**config.mk**
```make
export PLATFORM = sky130hd
export DESIGN_NAME = mem_arbiter
export DESIGN_NICKNAME = d
export VERILOG_FILES = /design/src/rtl/mem_arbiter_pkg.sv /design/src/rtl/mem_arbiter_resp_pipe.sv /design/src/rtl/mem_arbiter.sv
export SDC_FILE = /design/constraint.sdc
export NUM_CORES = 1
export LEC_CHECK = 0
export BUFFER_PORTS_ARGS = -buffer_cell sky130_fd_sc_hd__buf_2
export CORE_AREA = 2 2 107 109
export CTS_CLUSTER_DIAMETER = 200
export DETAILED_ROUTE_END_ITERATION = 6
export DIE_AREA = 0 0 109 111
export PLACE_DENSITY = 0.47
export SLEW_MARGIN = 5
export SYNTH_ARGS = -nofsm -noshare
export SYNTH_HDL_FRONTEND = slang
export SYNTH_SLANG_ARGS = --single-unit
```
**constraint.sdc**
```tcl
create_clock -name clk -period 3.8 [get_ports clk]
set_clock_uncertainty 0.15 [all_clocks]
set_input_delay 0.76 -clock clk [delete_from_list [all_inputs] [get_ports clk]]
set_output_delay 0.76 -clock clk [all_outputs]
set_load 0.03 [all_outputs]
```
**src/rtl/mem_arbiter_pkg.sv**
```systemverilog
// -----------------------------------------------------------------------------
// mem_arbiter_pkg
//   Shared types for the instruction/data memory arbiter.
//   mem_owner_t : which core port issued a memory read.
//   mem_tag_t   : one response-tracking entry {valid, owner}.
//   TAG_NONE    : empty entry, pushed for idle cycles and writes.
// -----------------------------------------------------------------------------
package mem_arbiter_pkg;

  typedef enum logic {
    OWN_I = 1'b0,
    OWN_D = 1'b1
  } mem_owner_t;

  typedef struct packed {
    logic       valid;
    mem_owner_t owner;
  } mem_tag_t;

  localparam mem_tag_t TAG_NONE = '{valid: 1'b0, owner: OWN_I};

endpackage

```
**src/rtl/mem_arbiter_resp_pipe.sv**
```systemverilog
// -----------------------------------------------------------------------------
// mem_resp_pipe
//   RD_LATENCY-deep shift register of read tags that tracks which port owns
//   each read in flight, so m_rdata can be steered back when it arrives.
// Ports
//   clk, rst   clock, asynchronous active-low reset
//   push       tag entering the pipe this cycle (TAG_NONE if no read)
//   kill       flush fetch reads already in the pipe; suppress i_rvalid now
//   i_rvalid   tail entry is a live fetch read
//   d_rvalid   tail entry is a data-port load
// -----------------------------------------------------------------------------
module mem_resp_pipe
  import mem_arbiter_pkg::*;
#(
  parameter int RD_LATENCY = 1
) (
  input  logic     clk,
  input  logic     rst,
  input  mem_tag_t push,
  input  logic     kill,
  output logic     i_rvalid,
  output logic     d_rvalid
);

  mem_tag_t stage [RD_LATENCY];
  mem_tag_t tail;

  // NOTE: this small tag array is reset, unlike a data RAM, because a stale
  // valid bit would surface as a spurious rvalid after reset is released.
  always_ff @(posedge clk or negedge rst) begin
    if (!rst) begin
      for (int k = 0; k < RD_LATENCY; k++) stage[k] <= TAG_NONE;
    end else begin
      // NOTE: non-blocking assignments let every stage shift on the old value
      // of its neighbour, independent of statement order.
      // The head entry is this cycle's grant and is never killed.
      stage[0] <= push;
      for (int k = 1; k < RD_LATENCY; k++) begin
        stage[k] <= (kill && stage[k-1].owner == OWN_I) ? TAG_NONE : stage[k-1];
      end
    end
  end

  assign tail     = stage[RD_LATENCY-1];
  assign i_rvalid = tail.valid && (tail.owner == OWN_I) && !kill;
  assign d_rvalid = tail.valid && (tail.owner == OWN_D);

endmodule

```
**src/rtl/mem_arbiter.sv**
```systemverilog
// -----------------------------------------------------------------------------
// mem_arbiter
//   Shares one synchronous single-port SRAM between the core's fetch (i_*)
//   and data (d_*) ports. One combinational grant per cycle, fully pipelined.
//   The data port wins ties unless it has been granted STARVE_MAX times in a
//   row while a fetch was waiting; then the fetch is forced through.
// Ports
//   clk, rst                 clock, asynchronous active-low reset
//   i_req/i_addr/i_kill      fetch request, address, in-flight fetch flush
//   i_gnt/i_rvalid/i_rdata   fetch grant and read response
//   d_req/d_addr/d_we/d_wdata data request (d_we == 0 is a load)
//   d_gnt/d_rvalid/d_rdata   data grant and load response
//   m_en/m_addr/m_we/m_wdata memory strobe and request fields
//   m_rdata                  memory read data, RD_LATENCY after a read strobe
// -----------------------------------------------------------------------------
module mem_arbiter
  import mem_arbiter_pkg::*;
#(
  parameter int ADDR_W     = 32,
  parameter int DATA_W     = 32,
  parameter int RD_LATENCY = 1,
  parameter int STARVE_MAX = 4
) (
  input  logic              clk,
  input  logic              rst,
  input  logic              i_req,
  input  logic [ADDR_W-1:0] i_addr,
  input  logic              i_kill,
  output logic              i_gnt,
  output logic              i_rvalid,
  output logic [DATA_W-1:0] i_rdata,
  input  logic              d_req,
  input  logic [ADDR_W-1:0] d_addr,
  input  logic [3:0]        d_we,
  input  logic [DATA_W-1:0] d_wdata,
  output logic              d_gnt,
  output logic              d_rvalid,
  output logic [DATA_W-1:0] d_rdata,
  output logic              m_en,
  output logic [ADDR_W-1:0] m_addr,
  output logic [3:0]        m_we,
  output logic [DATA_W-1:0] m_wdata,
  input  logic [DATA_W-1:0] m_rdata
);

  localparam int STREAK_W = $clog2(STARVE_MAX + 1);

  logic [STREAK_W-1:0] streak;
  logic                force_i;
  mem_tag_t            push;

  assign force_i = (streak == STREAK_W'(STARVE_MAX));

  // Grants are gated by reset so nothing reaches the memory while rst is low.
  always_comb begin
    // NOTE: every always_comb output gets a default first, so no path can
    // leave it unassigned and infer a latch.
    i_gnt = 1'b0;
    d_gnt = 1'b0;
    if (rst) begin
      if (i_req && (!d_req || force_i)) i_gnt = 1'b1;
      else if (d_req)                   d_gnt = 1'b1;
    end
  end

  // Consecutive D grants while a fetch waits; saturates at STARVE_MAX.
  always_ff @(posedge clk or negedge rst) begin
    if (!rst)                       streak <= '0;
    else if (!i_req || i_gnt)       streak <= '0;
    else if (d_gnt && !force_i)     streak <= streak + 1'b1;
  end

  // Memory mux: idle cycles present the D-port address/data with no write.
  assign m_en    = i_gnt | d_gnt;
  assign m_addr  = i_gnt ? i_addr : d_addr;
  assign m_we    = d_gnt ? d_we : 4'b0000;
  assign m_wdata = d_wdata;

  // Writes complete at grant and never produce a response.
  always_comb begin
    push       = TAG_NONE;
    push.valid = i_gnt || (d_gnt && d_we == 4'b0000);
    push.owner = i_gnt ? OWN_I : OWN_D;
  end

  mem_resp_pipe #(
    .RD_LATENCY(RD_LATENCY)
  ) u_resp_pipe (
    .clk      (clk),
    .rst      (rst),
    .push     (push),
    .kill     (i_kill),
    .i_rvalid (i_rvalid),
    .d_rvalid (d_rvalid)
  );

  assign i_rdata = m_rdata;
  assign d_rdata = m_rdata;

endmodule

```
Yosys cells after proc, flatten, opt, wreduce, memory -nomap -nowiden
Cells that the tools add are included.
{"block": "word_totals", "wordCells": 32, "out_inout_bits": 137, "inputBits": 137, "ff_bits": 5}
{"block": "classes", "n_mux": 10, "n_eq_ne": 1, "bitwise": 2, "addsub": 1, "reduce_logical": 15}
{"cell": "2-to-1 mux 32 bit", "n": 1}
{"cell": "logical AND 1 bit", "n": 6}
{"cell": "2-to-1 mux 1 bit", "n": 6}
{"cell": "2-to-1 mux 3 bit", "n": 2}
{"cell": "zero test 1 bit", "n": 4}
{"cell": "zero test 4 bit", "n": 1}
{"cell": "2-to-1 mux 4 bit", "n": 1}
{"cell": "adder 3 x 1 -> 3 bit, second input constant", "n": 1}
{"cell": "== test 3 bit, second input constant", "n": 1}
{"cell": "logical OR 1 bit", "n": 3}
{"cell": "nonzero test 2 bit", "n": 1}
{"cell": "NOT 1 bit", "n": 1}
{"cell": "OR 1 bit", "n": 1}

Logic depth before layout (Yosys ltp)
{"block": "depth", "ltp_word": 8, "ltp_mapped": 7, "mapped_depth_nobuf": 6}

By module
Synthesis repeated with hierarchy kept, for this count alone.
{"block": "unflattened", "hier_cells": 166, "area_unflattened_um2": 1590.3}
{"mod": "mem_arbiter", "seq_area_each_um2": 75.1, "area_each_um2": 1521.5, "cells_each": 162, "n_inst": 1}
{"mod": "mem_resp_pipe", "seq_area_each_um2": 50.0, "area_each_um2": 68.8, "cells_each": 4, "n_inst": 1}

Worst setup path after synthesis
Ideal clock, no wire load.
{"block": "synth_path", "path_type": "input to output", "start": "input port rst", "end": "output port m_we[0]", "path_buffers": 0, "t_arrival_ns": 1.873, "t_required_ns": 2.890, "cell_stages": 3, "slack_ns": 1.017, "cell_sequence": "nand2_1 > a31oi_1 > and2_1"}
{"block": "synth_via", "elab_chain_cells": 2}
{"item": "start, declared", "line_no": "mem_arbiter.sv:25", "rtl": "input logic rst,"}
{"item": "2-to-1 mux 1 bit", "line_no": "mem_arbiter.sv:60", "rtl": "if (rst) begin"}
{"item": "via d_gnt", "line_no": "mem_arbiter.sv:36", "rtl": "output logic d_gnt,"}
{"item": "2-to-1 mux 4 bit", "line_no": "mem_arbiter.sv:76", "rtl": "assign m_we = d_gnt ? d_we : 4'b0000;"}
{"item": "end, declared", "line_no": "mem_arbiter.sv:41", "rtl": "output logic [3:0] m_we,"}
The timed path passes the listed nets, and every way through them passes these cells.

Worst setup path after layout
{"block": "layout_path", "start": "register streak[0]", "end": "output port m_addr[0]"}
{"block": "layout_via", "elab_chain_cells": 6}
{"item": "start, declared", "line_no": "mem_arbiter.sv:48", "rtl": "logic [STREAK_W-1:0] streak;"}
{"item": "start signal, assigned", "line_no": "mem_arbiter.sv:70", "rtl": "else if (d_gnt && !force_i) streak <= streak + 1'b1;"}
{"item": "== test 3 bit", "line_no": "mem_arbiter.sv:52", "rtl": "assign force_i = (streak == STREAK_W'(STARVE_MAX));"}
{"item": "logical OR 1 bit", "line_no": "mem_arbiter.sv:61", "rtl": "if (i_req && (!d_req || force_i)) i_gnt = 1'b1;"}
{"item": "logical AND 1 bit", "line_no": "mem_arbiter.sv:61"}
{"item": "2-to-1 mux 1 bit", "line_no": "mem_arbiter.sv:61"}
{"item": "2-to-1 mux 1 bit", "line_no": "mem_arbiter.sv:60"}
{"item": "2-to-1 mux 32 bit", "line_no": "mem_arbiter.sv:75", "rtl": "assign m_addr = i_gnt ? i_addr : d_addr;"}
{"item": "end, declared", "line_no": "mem_arbiter.sv:40", "rtl": "output logic [ADDR_W-1:0] m_addr,"}
No other way between the ends.

==> run metrics <==
Post-Syn Instances=approximately 170; clock group share of total power=between 40% and 50%; Skew-Pair Late Insertion Delay=0.23 ns; Slew headroom=64.0%; Fin Setup TNS=0 ns; worst min path class=in -> async; initial antenna violation count=0; Worst EP required=2.89 ns; CP Buf/Inv Count=3; Leak=between 0.8 and 0.9 nW; Die Width=between 100 and 150 µm; Placed Cells=~320; worst slew pin tran=around 0.54 ns; max-cap violations=0; max incr delay on CP=just under 0.4 ns; Worst-path clk slew=0.03 ns; Worst setup SP type=register; power density over the cells=about 260 nW/µm²; combinational share of power=approximately 45%; Post-Syn Area=roughly 1600 µm²; total die area=approximately 12000 µm²; clock sinks=5; post-cts sizing count=0; # IOs=274; Non-Filler Instances=approximately 330; CP cell instances=inv_1 > ha_1 > a21bo_4 > nand3_4 > inv_6 > mux2_2 > buf_2; worst setup margin=between 0.7 and 0.8 ns; Seq cells post-synth=5; first-pass GRT wire length=between 4000 and 5000 µm; number of diodes=0; DRT Wirelength=approximately 3600 µm; DR vias/cell=approximately 3.3; Synth cell types=24; Worst R2R Start=streak[0]; Worst Setup Path Type=reg -> out; number of global-route vias before repair=between 1000 and 1500; CP max stage cell=dfrtp_1; Die Y=roughly 110 µm; Filler Cell Count=~1200; Final min period=3.00 ns; Pint=0.279 mW; RSZ-0062 raised after global routing=false; GRT busiest layer=met2; Final Instance Area=1630 µm²; Post-Syn Nets=304; crit end category=primary output; xor-xnor portion of the synthesized cell area=0%; routing usage on met1=a little over 5%; Initial Util=approximately 14%; DRC Markers=0; Setup Viol. Count Final=0; DP HPWL=3080 µm; wire per inst=roughly 11 µm; row count=39; Tot Pwr=between 0.4 and 0.5 mW; Synth Area in Simple Gates=approximately 7.6%; M3 GR Usage=roughly 3%; PortBufs=around 110; Final ANT Viol Nets=0; Final Net Count=between 300 and 400; largest net degree at the start of global routing=34; router iterations before antenna repair=2; Fmax achieved=between 300 and 400 MHz; Root Buffer Master=clkbuf_16; GP Congestion=0.727; H-tree depth=1; Multi-input gate area=between 600 and 700 µm²; sequential fraction of the synthesis area=under 10%; Via Count=about 1100; compound-gate portion of the synthesized area=roughly 3.2%; final period utilization=79.0%; hold_ws=0.251 ns; DRT iter0 DRCs=33; Syn-to-layout area delta=2.68%; pre-CTS setup slack=0.808 ns; Sequential Area=approximately 130 µm²; Slew Limit Fails=0; sequential share of power=between 10 and 15%; Num CTS Buffers=3; # hold bufs at CTS=0; worst-case clock buffer depth=2; Post-CTS Setup Inserts=0; gr ovfl total=0; Total GRT Usage=between 5 and 6%; status=finished, final reports clean; critical path arrival=2.09 ns; worst-path maximum fanout=33; switching share of total power=between 30 and 40%; core area=approximately 11000 µm²; share of the core filled with cells=14.7%; Synth Area per Inst=9.62 µm²; met2 usage in global routing=under 10%; main combinational cell family by area after synthesis=buffers and inverters; Psw=0.137 mW; crit-path leading delay family=buffers and inverters; CTS tree=done; proportion of synthesized area in mux cells=between 20 and 30%; Adder-Cell Fraction of Synth Area=approximately 1.6%; crit path from=streak[0]; Post-Place Cell Area=between 1500 and 2000 µm²; number of synthesis warnings=0; Final Hold Viols=0; share of layout cells above drive strength 1=between 80% and 90%; Worst IR Drop VDD=a little over 0.1 mV
[cell families (layout without fill, tap and decap cells)]
group	Yosys count	in the layout
buffers and inverters	102	120
multiplexers	32	32
AND/OR/NAND/NOR	18	18
AO/OA/AOI/OAI	6	6
flip-flops	5	5
adder cells (fa/ha/maj)	2	2
[synthesized netlist by cell type]
| cell type | number | share of area, % |
|---|---|---|
| buf_12 | 3 | 3.8 |
| or2b_1 | 1 | 0.47 |
| mux2_2 | 3 | 2.1 |
| mux2_4 | 29 | 27 |
| nand2_1 | 3 | 0.71 |
| nand2b_1 | 1 | 0.39 |
| and2_1 | 6 | 2.4 |
| inv_6 | 1 | 0.55 |
| or4_1 | 1 | 0.47 |
| dfrtp_1 | 5 | 7.9 |
| nand3_4 | 1 | 1.1 |
| a31oi_1 | 1 | 0.39 |
| inv_1 | 2 | 0.47 |
| a21bo_4 | 1 | 1.0 |
| ha_1 | 2 | 1.6 |
| nor2b_1 | 1 | 0.39 |
| o22ai_1 | 1 | 0.39 |
| o31a_1 | 1 | 0.55 |
| nand3b_1 | 1 | 0.47 |
| buf_4 | 96 | 45 |
| nor3_1 | 1 | 0.31 |
| o21ai_0 | 1 | 0.31 |
| a21boi_0 | 1 | 0.47 |
| nor3b_1 | 2 | 0.95 |
[final cells by class]
class	count	area share, %
well taps	143	11.0
clock buffers	4	4.84
flip-flops and latches	5	7.67
repair buffers	113	34.7
multi-input cells	58	40.8
inverters	3	0.998
[registers in the layout, indices dropped and copies added (netlist names)]
register and count:
streak 3, u_resp_pipe.stage 2
[power groups by stage]
stage | sequential (mW) | combinational, mW | clock [mW]
5_1_grt | 0.0570 | 0.199 | 0.177
2_1_floorplan | 0.0566 | 0.312 | 0
3_3_place_gp | 0.0573 | 0.186 | 0
4_1_cts | 0.0568 | 0.188 | 0.174
3_5_place_dp | 0.0574 | 0.188 | 0
6_report | 0.0568 | 0.186 | 0.173
[cells in the final DEF, fill, tap and decap left out, drive strengths merged, types with 2 or more instances in the layout]
cell type | netlist | final
and2 | 6 | 6
buf | 99 | 113
clkbuf | 0 | 4
dfrtp | 5 | 5
ha | 2 | 2
inv | 3 | 3
mux2 | 32 | 32
nand2 | 3 | 3
nor3b | 2 | 2
[metal layers]
metal  part of all wire (%)  vias up  routed length (µm)
li1                       -      479                   -
met1                     37      472                1310
met2                     43      107                1520
met3                     18       14                 657
met4                    1.8        0                  64
met5                      0        -                   0
[final timing paths]
check                                       end  slack (ns)  depth (start not counted)
setup / recovery                      m_addr[0]        0.80                          7
hold / removal                        streak[2]        0.25                          1
setup reg to reg                      streak[0]        2.34                          5
hold reg to reg                       streak[0]        0.44                          2
max in group asynchronous  u_resp_pipe.stage[0]        3.04                          1
min in group clk                      streak[0]        0.44                          2
(Power assumes the default switching activity.)
